===== config.mk =====
export PLATFORM = sky130hd
export DESIGN_NAME = vga_sync_gen
export DESIGN_NICKNAME = d
export VERILOG_FILES = /design/src/rtl/vga_sync_gen_pkg.sv /design/src/rtl/vga_sync_gen_counter.sv /design/src/rtl/vga_sync_gen.sv
export SDC_FILE = /design/constraint.sdc
export NUM_CORES = 1
export LEC_CHECK = 0
export ABC_CLOCK_PERIOD_IN_PS = 3200
export CAP_MARGIN = 5
export CORE_MARGIN = 2
export CORE_UTILIZATION = 50
export CTS_CLUSTER_DIAMETER = 100
export DETAILED_ROUTE_END_ITERATION = 8
export GPL_ROUTABILITY_DRIVEN = 0
export PLACE_DENSITY = 0.79
export SYNTH_ARGS = -nofsm -noshare
export SYNTH_HDL_FRONTEND = slang
export SYNTH_SLANG_ARGS = --single-unit

===== constraint.sdc =====
create_clock -name i_clk -period 3.2 [get_ports i_clk]
set_clock_uncertainty 0.1 [all_clocks]
set_input_delay 0.48 -clock i_clk [delete_from_list [all_inputs] [get_ports i_clk]]
set_output_delay 0.48 -clock i_clk [all_outputs]
set_load 0.05 [all_outputs]

===== src/rtl/vga_sync_gen_pkg.sv =====
// Default 640x480@60 timing (50 MHz system clock, 25 MHz pixel rate) shared by RTL and bench.
package vga_sync_gen_pkg;

  localparam int DEF_CLK_DIV = 2;

  localparam int DEF_H_PW  = 96;
  localparam int DEF_H_BP  = 48;
  localparam int DEF_H_VIS = 640;
  localparam int DEF_H_FP  = 16;

  localparam int DEF_V_PW  = 2;
  localparam int DEF_V_BP  = 29;
  localparam int DEF_V_VIS = 480;
  localparam int DEF_V_FP  = 10;

  function automatic int axis_total(int pw, int bp, int vis, int fp);
    return pw + bp + vis + fp;
  endfunction

  localparam int DEF_H_TOTAL = axis_total(DEF_H_PW, DEF_H_BP, DEF_H_VIS, DEF_H_FP);
  localparam int DEF_V_TOTAL = axis_total(DEF_V_PW, DEF_V_BP, DEF_V_VIS, DEF_V_FP);

endpackage


===== src/rtl/vga_sync_gen_counter.sv =====
// One timing axis: 10-bit position counter with origin at the start of the sync pulse.
module vga_sync_gen_counter
  import vga_sync_gen_pkg::*;
#(
  parameter int PW  = DEF_H_PW,
  parameter int BP  = DEF_H_BP,
  parameter int VIS = DEF_H_VIS,
  parameter int FP  = DEF_H_FP
) (
  input  logic       i_clk,
  input  logic       i_rst,
  input  logic       i_en,
  output logic [9:0] o_cnt,
  output logic       o_wrap,
  output logic       o_in_pw_nxt,
  output logic       o_in_vis
);

  localparam int         TOTAL  = axis_total(PW, BP, VIS, FP);
  localparam logic [9:0] LAST   = 10'(TOTAL - 1);
  localparam logic [9:0] PW_END = 10'(PW);
  localparam logic [9:0] VIS_LO = 10'(PW + BP);
  localparam logic [9:0] VIS_HI = 10'(PW + BP + VIS);

  logic [9:0] r_cnt;
  logic       w_wrap;

  assign w_wrap = (r_cnt == LAST);

  always_ff @(posedge i_clk or posedge i_rst) begin
    if (i_rst)     r_cnt <= LAST;
    else if (i_en) r_cnt <= w_wrap ? 10'd0 : r_cnt + 10'd1;
  end

  // Sync phase of the position the counter holds after this clock edge.
  assign o_in_pw_nxt = i_en ? (w_wrap || ((r_cnt + 10'd1) < PW_END)) : (r_cnt < PW_END);

  assign o_cnt    = r_cnt;
  assign o_wrap   = w_wrap;
  assign o_in_vis = (r_cnt >= VIS_LO) && (r_cnt < VIS_HI);

endmodule


===== src/rtl/vga_sync_gen.sv =====
// VGA timing generator: pixel divider, h/v counters, registered blanked RGB and active-low syncs.
module vga_sync_gen
  import vga_sync_gen_pkg::*;
#(
  parameter int CLK_DIV = DEF_CLK_DIV,
  parameter int H_PW    = DEF_H_PW,
  parameter int H_BP    = DEF_H_BP,
  parameter int H_VIS   = DEF_H_VIS,
  parameter int H_FP    = DEF_H_FP,
  parameter int V_PW    = DEF_V_PW,
  parameter int V_BP    = DEF_V_BP,
  parameter int V_VIS   = DEF_V_VIS,
  parameter int V_FP    = DEF_V_FP
) (
  input  logic        i_clk,
  input  logic        i_rst,
  input  logic [11:0] i_rgb_in,
  output logic [9:0]  o_x,
  output logic [9:0]  o_y,
  output logic        o_active,
  output logic        o_pix_tick,
  output logic        o_frame_start,
  output logic [3:0]  o_vga_r,
  output logic [3:0]  o_vga_g,
  output logic [3:0]  o_vga_b,
  output logic        o_vga_hsync,
  output logic        o_vga_vsync,
  output logic        o_synchronized
);

  localparam int               DIV_W    = (CLK_DIV > 1) ? $clog2(CLK_DIV) : 1;
  localparam logic [DIV_W-1:0] DIV_LAST = DIV_W'(CLK_DIV - 1);
  localparam logic [9:0]       H_VIS_LO = 10'(H_PW + H_BP);
  localparam logic [9:0]       V_VIS_LO = 10'(V_PW + V_BP);

  logic [DIV_W-1:0] r_div;
  logic             w_tick;
  logic [9:0]       w_h_cnt, w_v_cnt;
  logic             w_h_wrap, w_v_wrap;
  logic             w_h_pw_nxt, w_v_pw_nxt;
  logic             w_h_vis, w_v_vis, w_active;
  logic             w_frame_edge;

  logic             r_hsync, r_vsync, r_frame_start, r_sync;
  logic [11:0]      r_rgb;

  assign w_tick = (r_div == DIV_LAST);

  always_ff @(posedge i_clk or posedge i_rst) begin
    if (i_rst) r_div <= '0;
    else       r_div <= w_tick ? '0 : r_div + 1'b1;
  end

  vga_sync_gen_counter #(.PW(H_PW), .BP(H_BP), .VIS(H_VIS), .FP(H_FP)) u_h_cnt (
    .i_clk       (i_clk),
    .i_rst       (i_rst),
    .i_en        (w_tick),
    .o_cnt       (w_h_cnt),
    .o_wrap      (w_h_wrap),
    .o_in_pw_nxt (w_h_pw_nxt),
    .o_in_vis    (w_h_vis)
  );

  vga_sync_gen_counter #(.PW(V_PW), .BP(V_BP), .VIS(V_VIS), .FP(V_FP)) u_v_cnt (
    .i_clk       (i_clk),
    .i_rst       (i_rst),
    .i_en        (w_tick & w_h_wrap),
    .o_cnt       (w_v_cnt),
    .o_wrap      (w_v_wrap),
    .o_in_pw_nxt (w_v_pw_nxt),
    .o_in_vis    (w_v_vis)
  );

  assign w_active = w_h_vis & w_v_vis;
  assign o_active = w_active;
  assign o_x      = w_active ? (w_h_cnt - H_VIS_LO) : 10'd0;
  assign o_y      = w_active ? (w_v_cnt - V_VIS_LO) : 10'd0;

  // Both counters wrapping to the origin is exactly when vsync enters its pulse.
  assign w_frame_edge = w_tick & w_h_wrap & w_v_wrap;

  // Syncs track the counters' new position; RGB is the pixel requested during the tick just ending.
  always_ff @(posedge i_clk or posedge i_rst) begin
    if (i_rst) begin
      r_hsync       <= 1'b1;
      r_vsync       <= 1'b1;
      r_rgb         <= 12'h000;
      r_frame_start <= 1'b0;
      r_sync        <= 1'b0;
    end else begin
      r_frame_start <= w_frame_edge;
      if (w_frame_edge) r_sync <= 1'b1;
      if (w_tick) begin
        r_hsync <= ~w_h_pw_nxt;
        r_vsync <= ~w_v_pw_nxt;
        r_rgb   <= w_active ? i_rgb_in : 12'h000;
      end
    end
  end

  assign o_pix_tick     = w_tick;
  assign o_frame_start  = r_frame_start;
  assign o_synchronized = r_sync;
  assign o_vga_hsync    = r_hsync;
  assign o_vga_vsync    = r_vsync;
  assign o_vga_r        = r_rgb[11:8];
  assign o_vga_g        = r_rgb[7:4];
  assign o_vga_b        = r_rgb[3:0];

endmodule


==> flow_summary.json, run 1 <==
{
  "yosys-top-cells-area": "dfrtp_1 28%, dfstp_2 12%, o2bb2ai_1 5.2%",
  "place_area_mm2": 0.00307,
  "critPathMaxFanout": 26,
  "hold_viol_final": 0,
  "yosysWarnings": 0,
  "die_h_um": 72.6,
  "outcome": "finished clean",
  "clkLatencyLatePin_ps": 300,
  "syn_inst": 272,
  "grt_start_max_net_pins": 38,
  "end_kind": "output port",
  "drt-pass1-iter-count": 4,
  "antenna_found_initial": 0,
  "holdPathStages": 1,
  "r2r_slack_ps": 780,
  "postCtsHoldBufs": 0,
  "via_per_inst": 5.96,
  "r2r-end": "u_v_cnt.o_cnt[7]",
  "ys_seq_area_share_pct": 39.9,
  "grt_usage_pct": 22.5,
  "crit_chain": "ha_1, nor4bb_2, o21a_1, o22ai_1, nand4bb_1, buf_4, nor2_1, buf_12",
  "crit_arrival_ps": 2520,
  "routed_wl_um": 5870,
  "core.rowCount": 24,
  "htreeDepth": 2,
  "start_kind": "register",
  "start_util_pct": 53.0,
  "rsz0062_at_grt": "true",
  "drc": 0,
  "fin_nets": 333,
  "reg2reg_depth": 5,
  "ir_drop_mv": 0.275,
  "synth_top_area_share_pct": 27.6,
  "cts_sinks": 37,
  "leakagePower_nw": 1.30,
  "finalCritPeriodShare_pct": 97.0,
  "grt_pass1_wl_um": 9440,
  "critPathRequiredTime_ps": 2620,
  "num_vias": 2176,
  "syn_nets": 293,
  "maxCapViolations": 0,
  "tritoncts": "built",
  "synth_edf_count": 0,
  "chipWidth_um": 72.6,
  "drive_gt1_share_pct": 21.1,
  "path_clk_slew_ps": 80,
  "syn_area_mm2": 0.00236,
  "finalSetupTns_ps": 0,
  "avgRoutedWirePerCell_um": 16.1,
  "fin_ws_ps": 95.7,
  "synth_largest_area_cell": "dfrtp_1",
  "synthFlopType": "dfrtp_1",
  "cts_buffers": 5,
  "cp_slowest_stage_delay_ps": 630,
  "area.growth.synth_to_final_pct": 36.0,
  "hpwl_um": 3900,
  "grt_pass1_vias": 2048,
  "antenna_cells": 0,
  "ys_ff_latch": 37,
  "dieArea_mm2": 0.00528,
  "place_ws_ps": 354,
  "io_buffers": 51,
  "reg2reg_from": "u_h_cnt.o_cnt[1]",
  "p_per_area_mw_per_mm2": 285,
  "worstMarginPinSlew_ps": 848,
  "pin_count": 52,
  "hold_class": "register to register",
  "syn_area_per_cell_um2": 8.66,
  "fmax_mhz": 322,
  "hold_start": "o_synchronized",
  "final_area_mm2": 0.00320,
  "ctsLongestPathBuffers": 2,
  "setup_viol": 0,
  "crit_path_top_delay_cell": "dfstp_2",
  "crit_type": "register to output port",
  "final-max-slew-violation-count": 0,
  "core_area_mm2": 0.00444,
  "grt_remaining_overflow": 0,
  "cts_root_buffer": "clkbuf_8",
  "slew_headroom_pct": 42.9,
  "min_to": "o_synchronized",
  "finalCriticalPeriod_ps": 3100,
  "drt-initial-drc-count": 237,
  "antenna_left": 0,
  "synthArstFlopShare_pct": 100,
  "yosysUniqueCellTypes": 49
}
==> Yosys cell counts, types with 6 or more instances <==
master,n
nor4_1,7
nand3_1,6
nand4_1,7
clkbuf_1,14
a21oi_1,6
dfrtp_1,26
ha_1,7
o21ai_0,18
inv_1,14
o31ai_1,6
dfstp_2,11
nor2_1,28
xnor2_1,12
nand2_1,29
buf_2,10
o2bb2ai_1,14
==> cells in the final DEF (no fill, tap or decap), types with 2 or more instances in the layout <==
cell | synthesis | final
o21ai_0 | 18 | 18
a21oi_1 | 6 | 6
dfstp_2 | 11 | 11
nand2b_1 | 3 | 3
o22ai_1 | 4 | 4
nor4_1 | 7 | 7
buf_4 | 1 | 9
o31ai_1 | 6 | 6
nand4_1 | 7 | 7
o2bb2ai_1 | 14 | 14
and4_1 | 3 | 3
clkbuf_8 | 0 | 5
a31oi_1 | 5 | 5
o21ai_1 | 2 | 2
nand2_1 | 29 | 29
inv_1 | 14 | 14
or4_4 | 2 | 2
nor2_1 | 28 | 24
or2_2 | 3 | 3
or3_1 | 3 | 3
buf_12 | 0 | 20
nand3_1 | 6 | 6
nor3_1 | 5 | 4
xor2_1 | 3 | 3
dfrtp_1 | 26 | 26
xnor2_1 | 12 | 12
clkdlybuf4s50_1 | 0 | 30
nor2_2 | 1 | 5
o41ai_2 | 2 | 2
ha_1 | 7 | 7
==> cells by family (layout without fill, tap and decap cells) <==
kind of cell | Yosys count | after routing | synth area share, %
simple gates | 106 | 106 | 23.6
compound gates | 65 | 65 | 19.3
buf+inv | 41 | 82 | 7.54
flops | 37 | 37 | 39.9
xor+xnor | 15 | 15 | 5.58
fa+ha+maj | 7 | 7 | 3.72
mux | 1 | 1 | 0.425
==> what timing repair did <==
item                       in CTS  in global routing
resized for setup               0                  6
setup endpoints to repair       0                 14
setup buffers                   0                  0
==> cell type report <==
type | instances | area [um^2]
Timing Repair Buffer | 59 | 768
Tap cell | 52 | 65.1
Sequential cell | 37 | 940
Multi-Input combinational cell | 194 | 1260
Inverter | 15 | 56.3
Clock buffer | 5 | 68.8
Clock inverter | 3 | 46.3
Fill cell | 329 | 1240
==> power by group <==
part / internal [mW] / leakage, nW / switching (mW)
combinational: 0.0164 / 0.769 / 0.0131
sequential: 0.468 / 0.473 / 0
clock: 0.233 / 0.0543 / 0.182
total: 0.718 / 1.30 / 0.195
==> routing by layer <==
metal  track usage [%]  part of all wire (%)
met1              30.6                    44
met3              6.22                   7.6
met4              6.38                   1.4
met5                 0                     0
met2              35.5                    47
==> worst max path at each step <==
stage	slack [ps]	startpoint	end	cells after the start
6_report	100	u_h_cnt.o_cnt[4]	o_y[2]	8
2_1_floorplan	3	u_h_cnt.o_cnt[4]	o_x[7]	7
3_5_place_dp	350	u_h_cnt.o_cnt[4]	o_x[7]	8
4_1_cts	20	u_h_cnt.o_cnt[4]	o_x[7]	8
5_1_grt	-20	u_h_cnt.o_cnt[4]	o_y[2]	8
3_3_place_gp	470	u_h_cnt.o_cnt[4]	o_x[7]	8
==> per-stage QoR <==
step	util [%]	std cells	total power [mW]	hold slack [ps]
global route	72.1	365	0.939	393
finish	72.1	365	0.913	377
CTS	71.6	365	0.915	381
floorplan	-	272	0.487	389
detailed placement	69.0	357	0.507	365
global placement	69.0	357	0.506	352
==> worst max-delay path, delay by kind of cell, from the launching register on <==
kind	cells	cell delay, ps
simple gates	3	680
flops	1	630
buf+inv	2	420
fa+ha+maj	1	250
compound gates	2	230
==> sequential cells by signal, summed over array words and instances (netlist names) <==
| name | cells |
|---|---|
| r_rgb | 12 |
| u_h_cnt.o_cnt | 10 |
| u_v_cnt.o_cnt | 10 |
| o_frame_start | 1 |
| o_pix_tick | 1 |
| o_synchronized | 1 |
| o_vga_hsync | 1 |
| o_vga_vsync | 1 |
(Power assumes the default switching activity.)
==> run 2: changes to the inputs <==
--- a/config.mk
+++ b/config.mk
@@ -5,7 +5,7 @@
 export SDC_FILE = /design/constraint.sdc
 export NUM_CORES = 1
 export LEC_CHECK = 0
-export ABC_CLOCK_PERIOD_IN_PS = 3200
+export ABC_CLOCK_PERIOD_IN_PS = 3850
 export CAP_MARGIN = 5
 export CORE_MARGIN = 2
 export CORE_UTILIZATION = 50
@@ -13,6 +13,7 @@
 export DETAILED_ROUTE_END_ITERATION = 8
 export GPL_ROUTABILITY_DRIVEN = 0
 export PLACE_DENSITY = 0.79
+export SKIP_LAST_GASP = 1
 export SYNTH_ARGS = -nofsm -noshare
 export SYNTH_HDL_FRONTEND = slang
 export SYNTH_SLANG_ARGS = --single-unit
==> constraint.sdc (replaced) <==
create_clock -name i_clk -period 3.85 [get_ports i_clk]
set_clock_uncertainty 0.1 [all_clocks]
set_input_delay 0.5775 -clock i_clk [delete_from_list [all_inputs] [get_ports i_clk]]
set_output_delay 0.5775 -clock i_clk [all_outputs]
set_load 0.05 [all_outputs]
==> flow_summary.json, run 2 (synthesis results as in run 1) <==
{
  "slew_headroom_pct": 41.1,
  "maxCapViolations": 0,
  "finalSetupTns_ps": 0,
  "cts_buffers": 5,
  "final_common_cell": "clkdlybuf4s50_1",
  "r2r_slack_ps": 1410,
  "die_h_um": 72.6,
  "post_cts_buffers": 0,
  "tritoncts": "built",
  "crit_path_top_delay_cell": "dfstp_2",
  "dieArea_mm2": 0.00528,
  "fillerInstances": 348,
  "setup_viol": 0,
  "io_buffers": 51,
  "place_ws_ps": 746,
  "clkLatencyLatePin_ps": 300,
  "grt_pass1_wl_um": 9760,
  "fin_nets": 330,
  "drive_gt1_share_pct": 17.4,
  "largest-register": "r_rgb",
  "p_per_area_mw_per_mm2": 224,
  "cp-startpoint": "u_h_cnt.o_cnt[4]",
  "endpoint": "o_x[0]",
  "htreeDepth": 2,
  "largest_reg_flops": 12,
  "rsz0062_at_grt": "false",
  "drt-pass1-iter-count": 4,
  "crit_chain": "ha_1, nor4bb_1, o21a_1, o22ai_1, nand4bb_1, buf_4, nor2_1, buf_12",
  "reg2reg_depth": 4,
  "end_kind": "output port",
  "postCtsHoldBufs": 0,
  "p_total_mw": 0.702,
  "cts.repair.resized": 0,
  "grt_remaining_overflow": 0,
  "area.growth.synth_to_final_pct": 33.2,
  "outcome": "finished clean",
  "hpwl_um": 3990,
  "finalCritPeriodShare_pct": 89.7,
  "hold_class": "register to register",
  "final_area_mm2": 0.00314,
  "core_area_mm2": 0.00444,
  "mostFrequentLayoutCells": "31 x clkdlybuf4s50_1, 29 x nand2_1, 28 x nor2_1",
  "drc": 0,
  "use_met1_pct": 32.6,
  "finalCriticalPeriod_ps": 3450,
  "path_buf_inv": 2,
  "avgRoutedWirePerCell_um": 15.9,
  "antenna_left": 0,
  "drt-initial-drc-count": 161,
  "chipWidth_um": 72.6,
  "grt_usage_pct": 23.5,
  "routed_wl_um": 5750,
  "start_util_pct": 53.0,
  "grt_use_met2_pct": 36.8,
  "via_per_inst": 5.92,
  "fmax_mhz": 289,
  "hold_viol_final": 0,
  "cp_num_cells": 8,
  "grt_pass1_vias": 2082,
  "place_area_mm2": 0.00305,
  "antenna_found_initial": 0,
  "crit_type": "register to output port",
  "crit_family": "simple AND/OR/NAND/NOR gates",
  "cts_root_buffer": "clkbuf_8",
  "num_vias": 2144,
  "critPathRequiredTime_ps": 3170,
  "ir_drop_mv": 0.238,
  "cp_slowest_stage_delay_ps": 630,
  "ctsLongestPathBuffers": 2,
  "core.rowCount": 24,
  "antenna_cells": 0,
  "path_clk_slew_ps": 80,
  "final-max-slew-violation-count": 0,
  "worstMarginPinSlew_ps": 874,
  "critPathMaxFanout": 20,
  "grtUsageMet3_pct": 6.49,
  "fin_ws_ps": 396,
  "grt_busiest_layer": "met2",
  "r2r-end": "u_v_cnt.o_cnt[1]",
  "reg2reg_from": "u_v_cnt.o_cnt[5]",
  "pin_count": 52,
  "grt_start_max_net_pins": 38,
  "leakagePower_nw": 1.27,
  "cts_sinks": 37,
  "start_kind": "register",
  "crit_arrival_ps": 2780
}
-- run 2: through the flow --
| stage | cells | utilization, % | hold WS, ps |
|---|---|---|---|
| 2_1_floorplan | 272 | - | 389 |
| 3_3_place_gp | 354 | 68.6 | 353 |
| 3_5_place_dp | 354 | 68.6 | 353 |
| 4_1_cts | 362 | 70.6 | 370 |
| 5_1_grt | 362 | 70.6 | 374 |
| 6_report | 362 | 70.6 | 366 |
-- run 2: cell type report --
cell class	count	area (um^2)	share of cell area, %
multi-input cells	194	1240	39.5
flip-flops and latches	37	940	29.9
repair buffers	56	748	23.8
clock buffers	8	90.1	2.87
well taps	52	65.1	2.07
inverters	15	56.3	1.79
-- run 2: worst min-delay path by stage --
stage | startpoint | end | slack (ps) | cells after the start
after CTS | o_synchronized | o_synchronized | 370 | 1
after floorplan | u_h_cnt.o_cnt[4] | u_h_cnt.o_cnt[4] | 390 | 2
after global placement | o_synchronized | o_synchronized | 350 | 1
after global routing | o_synchronized | o_synchronized | 370 | 1
after detailed placement | o_synchronized | o_synchronized | 350 | 1
final | o_synchronized | o_synchronized | 370 | 1
-- run 2: power breakdown --
group / leakage [nW] / internal, mW / switching, mW
registers: 0.473 / 0.389 / 0
logic: 0.749 / 0.0136 / 0.0107
clock network: 0.0455 / 0.146 / 0.142
total: 1.27 / 0.549 / 0.153
-- run 2: routing by layer --
metal  part of all wire [%]  vias up
met4                   0.92        0
met2                     46       73
met3                    7.4        6
li1                       -     1028
met1                     46     1037
met5                      0        -
